[src/rtl/pll_reset_sequencer.sv]
// Power-up / recovery sequencer for the camera PLL: holds the PLL in reset, waits for a
// stable lock, then releases the downstream system reset. Re-sequences on lock loss,
// lock timeout or a restart request.
module pll_reset_sequencer #(
  parameter int unsigned PLL_RST_CYCLES = 16,
  parameter int unsigned LOCK_TIMEOUT   = 65536,
  parameter int unsigned SETTLE_CYCLES  = 256,
  parameter int unsigned CNT_W          = 8
) (
  input  logic             piul1RefClock,
  input  logic             piul1Reset,
  input  logic             piul1PllLocked,
  input  logic             piul1Restart,
  output logic             poul1PllReset,
  output logic             poul1SysReset,
  output logic             poul1Ready,
  output logic [2:0]       poul3State,
  output logic [CNT_W-1:0] poulNRelockCount,
  output logic [CNT_W-1:0] poulNTimeoutCount
);

  localparam int unsigned MaxA   = (PLL_RST_CYCLES > LOCK_TIMEOUT) ? PLL_RST_CYCLES
                                                                   : LOCK_TIMEOUT;
  localparam int unsigned MaxCyc = (MaxA > SETTLE_CYCLES) ? MaxA : SETTLE_CYCLES;
  localparam int unsigned CycW   = $clog2(MaxCyc + 1);

  localparam logic [CycW-1:0]  PllRstLast = CycW'(PLL_RST_CYCLES - 1);
  localparam logic [CycW-1:0]  LockLast   = CycW'(LOCK_TIMEOUT - 1);
  localparam logic [CycW-1:0]  SettleLast = CycW'(SETTLE_CYCLES - 1);
  localparam logic [CNT_W-1:0] EvtMax     = {CNT_W{1'b1}};

  typedef enum logic [2:0] {
    StPllRst   = 3'd0,
    StWaitLock = 3'd1,
    StSettle   = 3'd2,
    StRun      = 3'd3
  } state_e;

  state_e            state_q, state_d;
  logic [CycW-1:0]   cyc_q, cyc_d;
  logic              cyc_clr;
  logic              lock_meta_q, lock_s_q;
  logic              relock_inc, timeout_inc;
  logic [CNT_W-1:0]  relock_q, timeout_q;
  logic              pll_reset_q, sys_reset_q, ready_q;

  always_comb begin
    state_d     = state_q;
    cyc_clr     = 1'b0;
    relock_inc  = 1'b0;
    timeout_inc = 1'b0;
    if (piul1Restart) begin
      state_d = StPllRst;
      cyc_clr = 1'b1;
    end else begin
      case (state_q)
        StPllRst: begin
          if (cyc_q == PllRstLast) begin
            state_d = StWaitLock;
            cyc_clr = 1'b1;
          end
        end
        StWaitLock: begin
          if (lock_s_q) begin
            state_d = StSettle;
            cyc_clr = 1'b1;
          end else if (cyc_q == LockLast) begin
            state_d     = StPllRst;
            cyc_clr     = 1'b1;
            timeout_inc = 1'b1;
          end
        end
        StSettle: begin
          // Any dropout restarts the settle window from WAIT_LOCK.
          if (!lock_s_q) begin
            state_d = StWaitLock;
            cyc_clr = 1'b1;
          end else if (cyc_q == SettleLast) begin
            state_d = StRun;
            cyc_clr = 1'b1;
          end
        end
        StRun: begin
          cyc_clr = 1'b1;
          if (!lock_s_q) begin
            state_d    = StPllRst;
            relock_inc = 1'b1;
          end
        end
        default: begin
          state_d = StPllRst;
          cyc_clr = 1'b1;
        end
      endcase
    end
    cyc_d = cyc_clr ? '0 : cyc_q + CycW'(1);
  end

  // Outputs decode the next state so they change on the same edge as the state register.
  always_ff @(posedge piul1RefClock) begin
    if (piul1Reset) begin
      state_q     <= StPllRst;
      cyc_q       <= '0;
      lock_meta_q <= 1'b0;
      lock_s_q    <= 1'b0;
      relock_q    <= '0;
      timeout_q   <= '0;
      pll_reset_q <= 1'b1;
      sys_reset_q <= 1'b1;
      ready_q     <= 1'b0;
    end else begin
      state_q     <= state_d;
      cyc_q       <= cyc_d;
      lock_meta_q <= piul1PllLocked;
      lock_s_q    <= lock_meta_q;
      if (relock_inc && relock_q != EvtMax) relock_q <= relock_q + CNT_W'(1);
      if (timeout_inc && timeout_q != EvtMax) timeout_q <= timeout_q + CNT_W'(1);
      pll_reset_q <= (state_d == StPllRst);
      sys_reset_q <= (state_d != StRun);
      ready_q     <= (state_d == StRun);
    end
  end

  assign poul1PllReset     = pll_reset_q;
  assign poul1SysReset     = sys_reset_q;
  assign poul1Ready        = ready_q;
  assign poul3State        = state_q;
  assign poulNRelockCount  = relock_q;
  assign poulNTimeoutCount = timeout_q;

endmodule

[config.mk]
export PLATFORM = sky130hd
export DESIGN_NAME = pll_reset_sequencer
export DESIGN_NICKNAME = d
export VERILOG_FILES = /design/src/rtl/pll_reset_sequencer.sv
export SDC_FILE = /design/constraint.sdc
export NUM_CORES = 1
export LEC_CHECK = 0
export CAP_MARGIN = 20
export CORE_ASPECT_RATIO = 0.6
export CORE_MARGIN = 1
export CORE_UTILIZATION = 53
export DETAILED_ROUTE_END_ITERATION = 16
export GPL_ROUTABILITY_DRIVEN = 0
export PLACE_DENSITY = 0.78
export SETUP_SLACK_MARGIN = 0.05
export SLEW_MARGIN = 20
export SYNTH_ARGS = -nofsm -noshare
export SYNTH_HDL_FRONTEND = slang
export SYNTH_SLANG_ARGS = --single-unit
[constraint.sdc]
create_clock -name piul1RefClock -period 3.31 [get_ports piul1RefClock]
set_clock_uncertainty 0.2 [all_clocks]
set_input_delay 0.4965 -clock piul1RefClock [delete_from_list [all_inputs] [get_ports piul1RefClock]]
set_output_delay 0.4965 -clock piul1RefClock [all_outputs]
set_load 0.01 [all_outputs]
==> run metrics <==
outcome=complete, no violations; peak supply drop=0.0002573 V; largest net degree at the start of global routing=20; TritonCTS clock tree=built; Hold Startpoint=lock_meta_q; IO Pins=26; Critical Path Source=cyc_q[0]; gr usage total=24.53%; R2R depth=8; Ys Warns=0; relative slew slack=53.74%; antenna cells=0; Final #Nets=240; cell repeated most along the worst path=ha_1; RR Startpoint=cyc_q[0]; Max Fclk=373.9 MHz; die footprint=3735 sq um; Hold/Removal Path Class=flip-flop to flip-flop; PD cells=393.0 nW/um^2; Critical Path RT=3330 ps; Final Power=877.8 uW; main flop type after synthesis=dfxtp_1; final hold vios=0; first-pass GRT wire length=6775 um; layout cells sized above 1=6.438%; Mapped Cells=205; Critical Path Start Type=flip-flop; Cell Area, Synth=1848 sq um; Worst path top cell family by delay=simple AND/OR/NAND/NOR gates; DRT Pass-1 Iters=4; final setup margin=635.4 ps; CP peak stage delay=550 ps; WS Path Type=flip-flop to flip-flop; ys async rst share=0%; Worst-path clk slew=80 ps; Mapped Avg Cell Area=9.015 sq um; CP endpoint=poulNTimeoutCount[5]; CP Cell Sequence=ha_1 -> and4_1 -> nand2_1 -> nor3_1 -> ha_1 -> nand3b_2 -> or4_1 -> a21oi_1; register area share after synthesis=44.41%; starting density of the core=56.29%; Root Buffer=clkbuf_8; initial antenna violation count=0; fin crit period=2675 ps; fin util=68.03%; worst skew pair latency=300 ps; Placed Instances=270; critical path depth in cells=8; vias in the first global route=1428; Post-Layout Cell Count=278; slowest CP cell=or4_1; number of CTS-inserted buffers=5; initial DRC count=151; final instance area=2233 sq um; port bufs=25; Slew Limit Fails=0; synth top area cells=dfxtp_1, xor2_1, nor2_1; post_cts resized=0; # DRC=0; Area after DPL=2132 sq um; R2R setup slack=640 ps; H-Tree Depth=2; # rows=16; vias=1643; setup bufs post-CTS=0; Yosys top cell by area=dfxtp_1; CP Max Fanout=10; Synthesized Nets=213; critical path data arrival time=2700 ps; final setup fails=0; # fillers=255; Congestion Overflow GR=0; Post-Place Setup Slack=607.5 ps; number of flops mapped to enable cells by yosys=0; Buf/Inv on CP=0; # hold bufs at CTS=0; #FFs+latches synth=41; chip height=47.74 um; Max-Cap Viols=0; clock buffer depth=2; TNS Setup=0 ps; worst-margin pin slew=688.6 ps; Static Leak=0.7765 nW; Final period util=80.80%; hold_ws=292.0 ps; Layout area overhead=20.85%; reg2reg end=poulNTimeoutCount[5]; RSZ-0062 raised after global routing=no; Netlist cell types=42; Synth top area share=44.41%; WL per Instance=15.41 um; CORE AREA=3283 sq um; Detailed Place HPWL=3053 um; CP endpoint kind=flip-flop; post-detailed-route count of antenna-violating nets=0; total wire length=4284 um; Via density=5.910; Die X=78.23 um; Clock Sinks=41
## flip-flops by register name, summed over array words and instances (netlist names)
signal and count:
poulNRelockCount 8, lock_meta_q 1, poul1PllReset 1, lock_s_q 1
poulNTimeoutCount 8, poul3State 3, poul1SysReset 1, poul1Ready 1
cyc_q 17
## per-layer routing
layer	wire length [um]	GRT usage, %
met1	1851	30.89
met2	2052	42.28
met3	334	6.095
met4	46	10.00
met5	0	0
## layout by cell type (no fill, tap or decap), drive strengths merged
master	n
a21oi	11
a22oi	1
and2	1
and3	3
and3b	1
and4	5
buf	2
clkbuf	7
clkdlybuf4s50	25
clkinv	1
conb	1
dfxtp	41
ha	4
inv	6
mux2i	1
nand2	10
nand3	10
nand3b	1
nand4	6
nand4b	1
nor2	25
nor2b	3
nor3	7
nor3b	2
nor4	2
nor4b	2
o2111ai	2
o211a	1
o211ai	3
o21ai	9
o31a	3
o31ai	4
o41ai	1
or2	1
or3	6
or3b	1
or4	4
xnor2	3
xor2	16
## layout make-up
cell class	count	area, sq um	share of cell area (%)
timing repair buffer	27	265.3	11.88
clock buffer	7	96.34	4.314
tap	45	56.30	2.521
clock inverter	1	5.005	0.2241
inverter	6	22.52	1.008
multi-input combinational	151	967.2	43.31
sequential	41	820.8	36.75
## worst min-delay path by stage
stage               endpoint  slack (ps)  cells after the start
floorplan           lock_s_q         210                      1
global placement    lock_s_q         230                      1
detailed placement  lock_s_q         260                      1
CTS                 lock_s_q         290                      1
global route        lock_s_q         310                      1
finish              lock_s_q         290                      1
## cells in the mapped netlist (4+ instances only)
| master | count |
|---|---|
| xor2_1 | 16 |
| nand4_1 | 6 |
| nor3_1 | 7 |
| dfxtp_1 | 41 |
| inv_1 | 6 |
| ha_1 | 4 |
| a21oi_1 | 11 |
| o21ai_0 | 8 |
| nand2_1 | 10 |
| or3_1 | 6 |
| nand3_1 | 10 |
| or4_1 | 4 |
| nor2_1 | 25 |
| o31ai_1 | 4 |
| and4_1 | 5 |
## report_power, final
part | internal (mW) | total, mW | switching, mW
sequential | 0.495 | 0.499 | 0.00378
clock | 0.188 | 0.361 | 0.172
combinational | 0.00798 | 0.0180 | 0.0100
total | 0.692 | 0.878 | 0.186
## worst register-to-register path, cell delays in order, from the launching register on
cell and delay, ps:
dfxtp_1 390, ha_1 230, and4_1 280, nand2_1 80
nor3_1 200, ha_1 290, nand3b_2 210, or4_1 550
a21oi_1 180
## cells by family (layout without fill, tap and decap cells)
group | after synthesis | after routing | synth area share [%]
DFF | 41 | 41 | 44.41
adders and majority gates | 4 | 4 | 2.708
buffers and inverters | 13 | 41 | 3.249
xor gates and xnor gates | 19 | 19 | 9.005
other | 1 | 1 | 0.2029
AOI/OAI and AO/OA | 35 | 35 | 12.12
muxes | 1 | 1 | 0.5417
and+or+nand+nor | 91 | 91 | 27.76
No activity file was read; power rests on OpenSTA's default activity.
